--- src/rtl/paula_audio_mixer.sv ---
// Four-channel Paula volume mixer: one shared signed multiplier walks the
// channels and accumulates ch0+ch3 into left and ch1+ch2 into right.
module paula_audio_mixer #(
  parameter int OUT_W = 15
) (
  input  logic                    clk,
  input  logic                    reset_n,
  input  logic                    clk7_en,
  input  logic                    mix_strb,
  input  logic [7:0]              sample0,
  input  logic [7:0]              sample1,
  input  logic [7:0]              sample2,
  input  logic [7:0]              sample3,
  input  logic [6:0]              volume0,
  input  logic [6:0]              volume1,
  input  logic [6:0]              volume2,
  input  logic [6:0]              volume3,
  output logic signed [OUT_W-1:0] left,
  output logic signed [OUT_W-1:0] right,
  output logic                    valid,
  output logic                    busy,
  output logic                    overrun
);

  typedef enum logic [2:0] {IDLE, CH0, CH1, CH2, CH3, DONE} state_t;

  state_t             state_q, state_d;
  logic        [7:0]  snap_s [4];
  logic        [6:0]  snap_v [4];
  logic signed [14:0] acc_l, acc_r;
  logic               capture;
  logic        [1:0]  ch;
  logic        [6:0]  eff_vol;
  logic signed [14:0] mul_a, mul_b, product;
  logic               to_left;

  assign busy = (state_q == CH0) || (state_q == CH1) ||
                (state_q == CH2) || (state_q == CH3);

  always_comb begin
    state_d = state_q;
    capture = 1'b0;
    case (state_q)
      IDLE: if (mix_strb) begin
        capture = 1'b1;
        state_d = CH0;
      end
      CH0: state_d = CH1;
      CH1: state_d = CH2;
      CH2: state_d = CH3;
      CH3: state_d = DONE;
      DONE: begin
        if (mix_strb) begin
          capture = 1'b1;
          state_d = CH0;
        end else begin
          state_d = IDLE;
        end
      end
      default: state_d = IDLE;
    endcase
  end

  always_comb begin
    ch = 2'd0;
    case (state_q)
      CH1:     ch = 2'd1;
      CH2:     ch = 2'd2;
      CH3:     ch = 2'd3;
      default: ch = 2'd0;
    endcase
    to_left = (ch == 2'd0) || (ch == 2'd3);
    // Bit 6 of AUDxVOL forces full volume (64) regardless of the low bits.
    eff_vol = snap_v[ch][6] ? 7'd64 : {1'b0, snap_v[ch][5:0]};
    mul_a   = {{7{snap_s[ch][7]}}, snap_s[ch]};
    mul_b   = {8'b0, eff_vol};
    product = mul_a * mul_b;
  end

  always_ff @(posedge clk or negedge reset_n) begin
    if (!reset_n) begin
      state_q <= IDLE;
      acc_l   <= '0;
      acc_r   <= '0;
      left    <= '0;
      right   <= '0;
      valid   <= 1'b0;
      overrun <= 1'b0;
      for (int unsigned i = 0; i < 4; i++) begin
        snap_s[i] <= '0;
        snap_v[i] <= '0;
      end
    end else if (clk7_en) begin
      state_q <= state_d;
      valid   <= (state_q == DONE);
      overrun <= busy && mix_strb;
      if (state_q == DONE) begin
        left  <= OUT_W'(acc_l);
        right <= OUT_W'(acc_r);
      end
      // A capture in DONE clears the accumulators in the same edge that
      // publishes them, which is what makes back-to-back passes work.
      if (capture) begin
        snap_s[0] <= sample0;
        snap_s[1] <= sample1;
        snap_s[2] <= sample2;
        snap_s[3] <= sample3;
        snap_v[0] <= volume0;
        snap_v[1] <= volume1;
        snap_v[2] <= volume2;
        snap_v[3] <= volume3;
        acc_l     <= '0;
        acc_r     <= '0;
      end else if (busy) begin
        if (to_left) acc_l <= acc_l + product;
        else         acc_r <= acc_r + product;
      end
    end
  end

endmodule
--- config.mk ---
export PLATFORM = sky130hd
export DESIGN_NAME = paula_audio_mixer
export DESIGN_NICKNAME = d
export VERILOG_FILES = /design/src/rtl/paula_audio_mixer.sv
export SDC_FILE = /design/constraint.sdc
export NUM_CORES = 1
export LEC_CHECK = 0
export BUFFER_PORTS_ARGS = -buffer_cell sky130_fd_sc_hd__buf_2
export CORE_UTILIZATION = 61
export CTS_BUF_LIST = sky130_fd_sc_hd__clkbuf_8
export CTS_CLUSTER_SIZE = 30
export DETAILED_ROUTE_END_ITERATION = 10
export PLACE_DENSITY = 0.88
export SLEW_MARGIN = 20
export SYNTH_ARGS = -nofsm -noshare
export SYNTH_HDL_FRONTEND = slang
export SYNTH_SLANG_ARGS = --single-unit
--- constraint.sdc ---
create_clock -name clk -period 9.9 [get_ports clk]
set_clock_uncertainty 0.15 [all_clocks]
set_input_delay 0.495 -clock clk [delete_from_list [all_inputs] [get_ports clk]]
set_output_delay 0.495 -clock clk [all_outputs]
set_load 0.01 [all_outputs]
=== Yosys cells after proc, flatten, opt, wreduce, memory -nomap -nowiden ===
Index checks and enable logic that the tools add are counted.

* Bits in registers: 125
* Logic and storage cells: 62

* Bitwise operators: 1
* Eq/ne operators: 8
* Muxes and demuxes: 19
* Reductions and logical operators: 15
* Magnitude comparators: 1
* Add/subtract/negate cells: 2
* $mul: 1

{| class="wikitable"
|+ Operator list
! cell !! number
|-
| 15-bit two-way mux || 6
|-
| 15-bit adder || 2
|-
| 7-bit two-way mux || 3
|-
| 3-bit case mux with 6 select lines || 1
|-
| 8-bit binary-select mux with 2-bit select || 1
|-
| 8-bit two-way mux || 2
|-
| 8-bit by 8-bit multiplier with 15-bit output || 1
|-
| 7-bit binary-select mux with 2-bit select || 1
|-
| 3-bit by 2-bit == test with 1-bit output, second input constant || 2
|-
| 3-bit == test, second input constant || 2
|-
| 2-bit case mux with 3 select lines || 1
|-
| 2-bit AND reduction || 3
|-
| 3-bit AND reduction || 2
|-
| 1-bit logical OR || 4
|-
| 2-bit inequality test, second input constant || 2
|-
| 2-bit nonzero test || 2
|-
| 3-bit by 1-bit == test with 1-bit output, second input constant || 1
|-
| 3-bit greater-or-equal comparator, second input constant || 1
|-
| 3-bit logical NOT || 1
|-
| 1-bit two-way mux || 3
|-
| 3-bit two-way mux || 1
|-
| 2-bit inverter with 3-bit output || 1
|-
| 2-bit == test, second input constant || 1
|-
| 2-bit logical NOT || 1
|-
| 2 further kinds || 2
|}

=== Depth between registers and ports, before layout ===
Gate-level depths: netlist of run 1.

* Depth after elaboration: 12
* Depth in mapped cells: 32

=== Worst setup path after synthesis of run 1 ===
No wires, ideal clock.

* Kind: reg2reg
* Start point: register state_q[2]
* End point: register acc_l[14]
* Arrival: 6.678 ns
* Period minus slack after synthesis: 6.929 ns
* Stages on the path, launching flop included: 31
* Slack: 2.971 ns
* Path buffers: 2
* Cell sequence: dfrtp_1 -> buf_2 -> nand2b_1 -> a21oi_1 -> buf_2 -> mux2_2 -> o21ai_4 -> nand2_1 -> or2_1 -> fa_1 -> inv_1 -> fa_1 -> fa_1 -> inv_1 -> fa_1 -> inv_1 -> ha_1 -> inv_1 -> o21bai_1 -> a21oi_1 -> o21ai_1 -> or4b_1 -> nand4b_1 -> ha_1 -> nor2_1 -> nor2_1 -> nand3_1 -> a21oi_1 -> or4_4 -> and2_4 -> o311ai_2

* Longest elaborated chain between the ends: 12

{| class="wikitable"
|+ Ends and longest elaborated chain
! item !! line !! text
|-
| start, declared || 27 || <nowiki>state_t state_q, state_d;</nowiki>
|-
| start signal, assigned || 94 || <nowiki>state_q <= state_d;</nowiki>
|-
| 3-bit == test, or another cell as far along || 38, 66 ||
|-
| 2-bit case mux with 3 select lines || 66 || <nowiki>case (state_q)</nowiki>
|-
| 2-bit inverter with 3-bit output (implied by the code) || 74, 75 ||
|-
| 7-bit binary-select mux with 2-bit select || 74 || <nowiki>eff_vol = snap_v[ch][6] ? 7'd64 : {1'b0, snap_v[ch][5:0]};</nowiki>
|-
| 7-bit two-way mux (implied by the code) (2 in a row) || 74 ||
|-
| 7-bit two-way mux || 74 ||
|-
| 8-bit by 8-bit multiplier with 15-bit output || 77 || <nowiki>product = mul_a * mul_b;</nowiki>
|-
| 15-bit adder || 115 || <nowiki>if (to_left) acc_l <= acc_l + product;</nowiki>
|-
| 15-bit two-way mux || 115 ||
|-
| 15-bit two-way mux || 114 || <nowiki>end else if (busy) begin</nowiki>
|-
| 15-bit two-way mux || 103 || <nowiki>if (capture) begin</nowiki>
|-
| end signal, assigned || 115 ||
|-
| end, declared || 30 || <nowiki>logic signed [14:0] acc_l, acc_r;</nowiki>
|}

Parallel ways exist; a longest one is shown, timed or not. The select of a mux whose other input is x is not followed.
A chain may end at the register's enable or synchronous reset.

=== Final worst setup path of run 1 ===
* Start point: register state_q[1]
* End point: register acc_l[14]

Same word-level chain as after synthesis.

==> run_results.csv, run 1 <==
group,metric,value,unit
synthesis,synth_edf_count,0,
synthesis,ys_warn_count,0,
timing,min_period_over_period,80.6,%
setup_path,worstSetupEndpointType,"register",
synthesis,syn_area,0.00869,sq mm
synthesis,synth_nets,1008,
synthesis,syn_inst,840,
min_path,hold_path_class,"in -> reg",
drt,wl_per_cell,16.5,um
floorplanning,start_util,62.6,%
floorplanning,dieArea,0.0147,sq mm
global_route,antenna_found_initial,0,
global_route,grt_first_pass_wirelength,31300,um
synthesis,synth_top_area_share,36.0,%
finish,layout-drive-gt1-share,25.0,%
clock_tree,worstSkewPairLatency,450,ps
setup_path,worstSetupStartpoint,"state_q[1]",
setup_path,cp_slowest_cell,"dfrtp_1",
setup_path,r2r-start,"state_q[1]",
timing,drv_slew,0,
timing,rsz0062_at_grt,"no",
timing,setup_violations,0,
clock_tree,clk_path_buf_depth,2,
floorplanning,die_x,121,um
clock_tree,clkTransAtPathRegs,70,ps
synthesis,synth_top_area_cell,"dfrtp_1",
floorplanning,dieHeight,121,um
floorplanning,rows,43,
clock_tree,ctsHoldBuffers,1,
finish,final_nets,1104,
synthesis,avgSynthCellArea,10.3,sq um
placed_design,gp_congestion,0.919,
clock_tree,cts_tree,"done",
clock_tree,cts_buffers,17,
global_route,first_global_vias,6710,
setup_path,path_max_fanout,21,
global_route,track_usage,27.5,%
setup_path,timing.rr.end,"acc_l[14]",
clock_tree,clock-sinks,125,
synthesis,ys.flop_type,"dfrtp_1",
synthesis,ys_ff_latch,125,
drt,drc,0,
setup_path,start_kind,"register",
clock_tree,post_cts_buffers,0,
timing,max_slew_margin,48.8,%
drt,drtIter0Drc,348,
setup_path,worst-setup-path-type,"reg -> reg",
global_route,grt_overflow,0,
setup_path,reg2reg_setup_slack,1920,ps
setup_path,arrival,8180,ps
drt,detail-route-antenna-nets,0,
clock_tree,cts.repair.resized,0,
global_route,grt_max_degree,84,
setup_path,crit_path_end,"acc_l[14]",
drt,drtPass1Iterations,6,
synthesis,synth-seq-area-share,36.0,%
drt,via_count,6572,
timing,tightest_slew,762,ps
finish,antennaDiodeCount,0,
run,cap_violations,0,
synthesis,yosys-top-cells-area,"dfrtp_1 (36%), mux2_2 (11%), fa_1 (11%)",
timing,finalSetupTns,0,ps
timing,finalCriticalPeriod,7980,ps
drt,vias_per_cell,5.83,
timing,worst_slack,1920,ps
timing,max_freq,0.125,GHz
placed_design,post-place-ws,2020,ps
setup_path,cp.required,10100,ps
floorplanning,io_pins,97,
drt,drt-total-wl,18700,um
outcome,status,"complete, no violations",
timing,hold_viol,0,
synthesis,synth_cell_type_count,65,
clock_tree,cts_root_buf,"clkbuf_8",
finish,final_cell_mix,"dfrtp_1 (125), buf_2 (95), inv_1 (88), mux2_2 (88), nor2_1 (82)",
clock_tree,htreeDepth,4,
floorplanning,core_area,0.0139,sq mm
finish,area_delta_synth_final,12.7,%
setup_path,cp_slowest_stage_delay,750,ps
synthesis,synthArstFlopShare,100,%
placed_design,hpwl,13900,um
finish,final_common_cell,"dfrtp_1",
placed_design,io_buffers,96,
setup_path,reg2reg_depth,28,
## Yosys cell counts, types with 8 or more instances
master,count
dfrtp_1,125
or2_1,14
mux2i_1,10
xnor2_1,25
a21oi_1,37
nor2_1,82
ha_1,58
clkbuf_1,14
xor2_1,9
nor2b_1,8
inv_1,87
mux2_2,88
nand2_1,54
o22ai_1,10
o21ai_0,30
fa_1,46
a22o_1,15
a21o_1,12
## stage by stage
stage | utilization (%) | instance area, sq um | hold WS [ps] | std cells
global route | 70.6 | 9800 | 93.4 | 1128
finish | 70.6 | 9800 | 118 | 1128
detailed placement | 67.3 | 9340 | 327 | 1096
CTS | 70.6 | 9790 | 92.2 | 1128
global placement | 67.3 | 9340 | 312 | 1096
floorplan | - | 8690 | 49.4 | 840
## worst min path at each step
stage / start / slack [ps] / cells past startpoint / to
global placement: right[1] / 310 / 2 / right[1]
finish: sample2[3] / 120 / 2 / snap_s[11]
CTS: volume3[5] / 90 / 2 / snap_v[5]
floorplan: reset_n / 50 / 0 / acc_l[0]
global route: volume3[1] / 90 / 2 / snap_v[1]
detailed placement: left[1] / 330 / 2 / left[1]
## critical path: cells and delay by family (launching register included)
kind | cells | cell delay [ps]
XOR/XNOR | 1 | 270
adder cells (fa/ha/maj) | 6 | 2520
multiplexers | 1 | 380
AND/OR/NAND/NOR | 7 | 1690
buffers and inverters | 5 | 460
flip-flops | 1 | 750
AO/OA/AOI/OAI | 8 | 1660
## per-layer routing
metal	part of all wire, %	track usage [%]
met1	41	33.0
met2	51	47.7
met3	5.1	5.26
met4	2.3	12.6
met5	0	0
## state kept, by name, indices dropped and copies added, names as in the netlist
signal and flops:
state_q 3, snap_v 28, snap_s 32, left 15, overrun 1, valid 1
right 15, acc_l 15, acc_r 15
## cell families after synthesis
kind of cell	after synthesis	synth area share, %
multiplexers	100	12.9
buffers and inverters	115	5.04
AND/OR/NAND/NOR	197	10.6
adder cells (fa/ha/maj)	104	18.9
XOR/XNOR	34	3.43
AO/OA/AOI/OAI	165	13.0
flip-flops	125	36.0
## layout make-up
class	count	area [sq um]
Clock buffer	20	275
Clock inverter	11	166
Fill cell	994	4080
Inverter	89	334
Multi-Input combinational cell	600	5130
Sequential cell	125	3130
Tap cell	180	225
Timing Repair Buffer	103	542
Power of run 1 is left out: the tool's default activity adds up to more than one toggle a clock period on the data nets, which glitch-free logic cannot reach.
==> run 2, diff against run 1 <==
ABC_AREA = 1   (was not set)
CORE_UTILIZATION = 62   (was 61)
PLACE_DENSITY = 0.89   (was 0.88)
clock period = 7.9 ns   (was 9.9 ns; I/O delays follow)
==> run 2 against run 1 <==
  * Worst setup slack worse by 1300 ps
  * Critical path depth is 1 lower
  * Routed wire length is 9.8% higher
  * Maximum frequency is 9.7% higher
  * Synthesized area is 0.88% higher
  * Global-route usage is 2.5 points higher
  * Highest routed layer unchanged
  * Non-clock buffer count is 2 higher
  * Sequential cell count stayed put
==> run_results.csv, run 2 <==
group,metric,value,unit
outcome,status,"complete, no violations",
global_route,grt_overflow,0,
global_route,grt_max_degree,84,
floorplanning,start_util,63.4,%
drt,drt-total-wl,20500,um
floorplanning,die_x,121,um
finish,area_delta_synth_final,12.8,%
finish,antennaDiodeCount,0,
drt,detail-route-antenna-nets,0,
synthesis,yosysMostFrequentCell,"inv_1",
clock_tree,worstSkewPairLatency,460,ps
drt,drtIter0Drc,618,
setup_path,cp.required,8050,ps
floorplanning,core_area,0.0138,sq mm
timing,tightest_slew,823,ps
finish,largest-register,"snap_s",
finish,layout-drive-gt1-share,19.0,%
timing,finalCriticalPeriod,7280,ps
synthesis,yosys-top-cells-area,"dfrtp_1 (36%), fa_1 (11%), ha_1 (8.3%)",
floorplanning,dieArea,0.0146,sq mm
timing,rsz0062_at_grt,"no",
synthesis,syn_inst,1027,
placed_design,hpwl,15700,um
finish,final_common_cell,"inv_1",
synthesis,avgSynthCellArea,8.54,sq um
drt,via_count,7355,
setup_path,arrival,7420,ps
timing,setup_violations,0,
clock_tree,cts_root_buf,"clkbuf_8",
floorplanning,rows,43,
drt,drtPass1Iterations,8,
floorplanning,dieHeight,121,um
global_route,antenna_found_initial,0,
timing,max_slew_margin,45.1,%
timing,drv_slew,0,
synthesis,synth_common_cells,"inv_1 (178), nand2_1 (151), dfrtp_1 (125), nor2_1 (100), o21ai_0 (83)",
timing,finalSetupTns,0,ps
floorplanning,io_pins,97,
synthesis,synth_edf_count,0,
setup_path,path_max_fanout,17,
synthesis,synth_nets,1195,
timing,hold_viol,0,
drt,drc,0,
clock_tree,htreeDepth,4,
run,cap_violations,0,
timing,min_period_over_period,92.1,%
synthesis,ys.flop_type,"dfrtp_1",
global_route,grt_first_pass_wirelength,34100,um
drt,vias_per_cell,5.57,
clock_tree,clkTransAtPathRegs,80,ps
clock_tree,cts_tree,"done",
timing,max_freq,0.137,GHz
synthesis,syn_area,0.00877,sq mm
synthesis,synth_top_area_cell,"dfrtp_1",
clock_tree,clk_path_buf_depth,2,
global_route,first_global_vias,7406,
synthesis,synth_top_area_share,35.7,%
setup_path,worstSetupEndpointType,"register",
synthesis,synth_cell_type_count,38,
placed_design,gp_congestion,0.996,
setup_path,start_kind,"register",
finish,top_regs,"snap_s: 32 flops, snap_v: 28 flops",
synthesis,ys_warn_count,0,
setup_path,worst-setup-path-type,"reg -> reg",
drt,wl_per_cell,15.5,um
synthesis,ys_ff_latch,125,
clock_tree,cts_buffers,17,
synthesis,synthArstFlopShare,100,%
placed_design,io_buffers,96,
finish,final_nets,1296,
finish,final_cell_mix,"inv_1 (178), nand2_1 (149), dfrtp_1 (125), nor2_1 (100), buf_2 (95)",
synthesis,synth-seq-area-share,35.7,%
min_path,hold_path_class,"in -> reg",
finish,largest_register_ffs,32,
clock_tree,clock-sinks,125,
global_route,track_usage,30.1,%
finish,num-fill-cells,1040,
-- run 2: cell count changes after synthesis, sizes merged, moves of 8 or more --
cell   before  now
a21o       13    4
mux2i      10    0
a21oi      38   61
nand3       4   33
o21ai      38   89
a22o       15    0
xnor2      25    8
nand2      55  153
nor2       82  101
o22ai      10   28
inv        89  189
mux2       89   54
nor2b       8    0
-- run 2: logic make-up (layout without fill, tap and decap cells) --
logic type | Yosys count | in the layout | share of synthesized area [%]
DFF | 125 | 125 | 35.7
adders and majority gates | 104 | 104 | 18.8
xor gates and xnor gates | 16 | 16 | 1.60
muxes | 54 | 54 | 6.94
and+or+nand+nor | 314 | 314 | 14.8
AOI/OAI and AO/OA | 202 | 202 | 13.0
buffers and inverters | 212 | 325 | 9.16
-- run 2: metrics by stage --
stage	setup slack (ps)	utilization (%)	cell area, sq um	std cells	hold slack [ps]
after floorplan	1630	-	8770	1027	-50.6
after global placement	720	68.1	9420	1284	256
after detailed placement	453	68.1	9420	1284	258
after CTS	456	71.2	9850	1316	6.52
after global routing	2.77	71.5	9890	1320	10.9
final	624	71.5	9890	1320	21.6
-- run 2: layout make-up --
type,count,area [sq um],area share [%]
sequential,125,3130,31.6
inverter,189,709,7.18
tap,180,225,2.28
multi-input combinational,690,4850,49.0
clock buffer,17,234,2.37
timing repair buffer,105,559,5.66
clock inverter,14,184,1.86
-- run 2: path summary, 6_finish.rpt --
path | cells past startpoint | endpoint | slack [ps] | start
worst max-delay path | 27 | acc_l[11] | 620 | state_q[2]
worst min register to register | 2 | left[12] | 330 | left[12]
worst max register to register | 27 | acc_l[11] | 620 | state_q[2]
max in group asynchronous | 3 | snap_v[8] | 6160 | reset_n
min in group asynchronous | 2 | right[4] | 310 | reset_n
worst min-delay path | 2 | snap_s[7] | 20 | sample3[7]
-- run 2: routing by layer --
metal	vias to the layer above	GRT usage (%)	share of wire (%)
met4	0	15.6	4.5
met3	77	5.64	5.8
met1	3444	36.6	41
met2	303	50.9	49
li1	3531	-	-
met5	-	0	0
-- run 2: what timing repair did --
item	in CTS	in global routing
setup endpoints to repair	0	8
gates resized for setup	0	1
hold buffers	1	1
buffers inserted	0	3
endpoints found under the hold margin	42	1
-- run 2: critical path, stage by stage, from the launching register on --
cell and delay, ps:
dfrtp_1 450, nor2_4 170, inv_1 70, o21ai_2 550, inv_2 290, a2bb2oi_1 610, nor2_1 150, fa_1 510
inv_1 60, fa_1 540, inv_1 50, fa_1 480, inv_1 50, fa_1 470, inv_1 40, ha_1 340
nand2_1 140, nor2_1 50, a211oi_1 300, o21ai_0 180, xor2_1 350, ha_1 350, nand2_1 140, nor2_1 80
nand3_1 90, o2111ai_1 130, o21ai_0 220, o21ai_0 120
Power of run 2 is left out for the same reason.
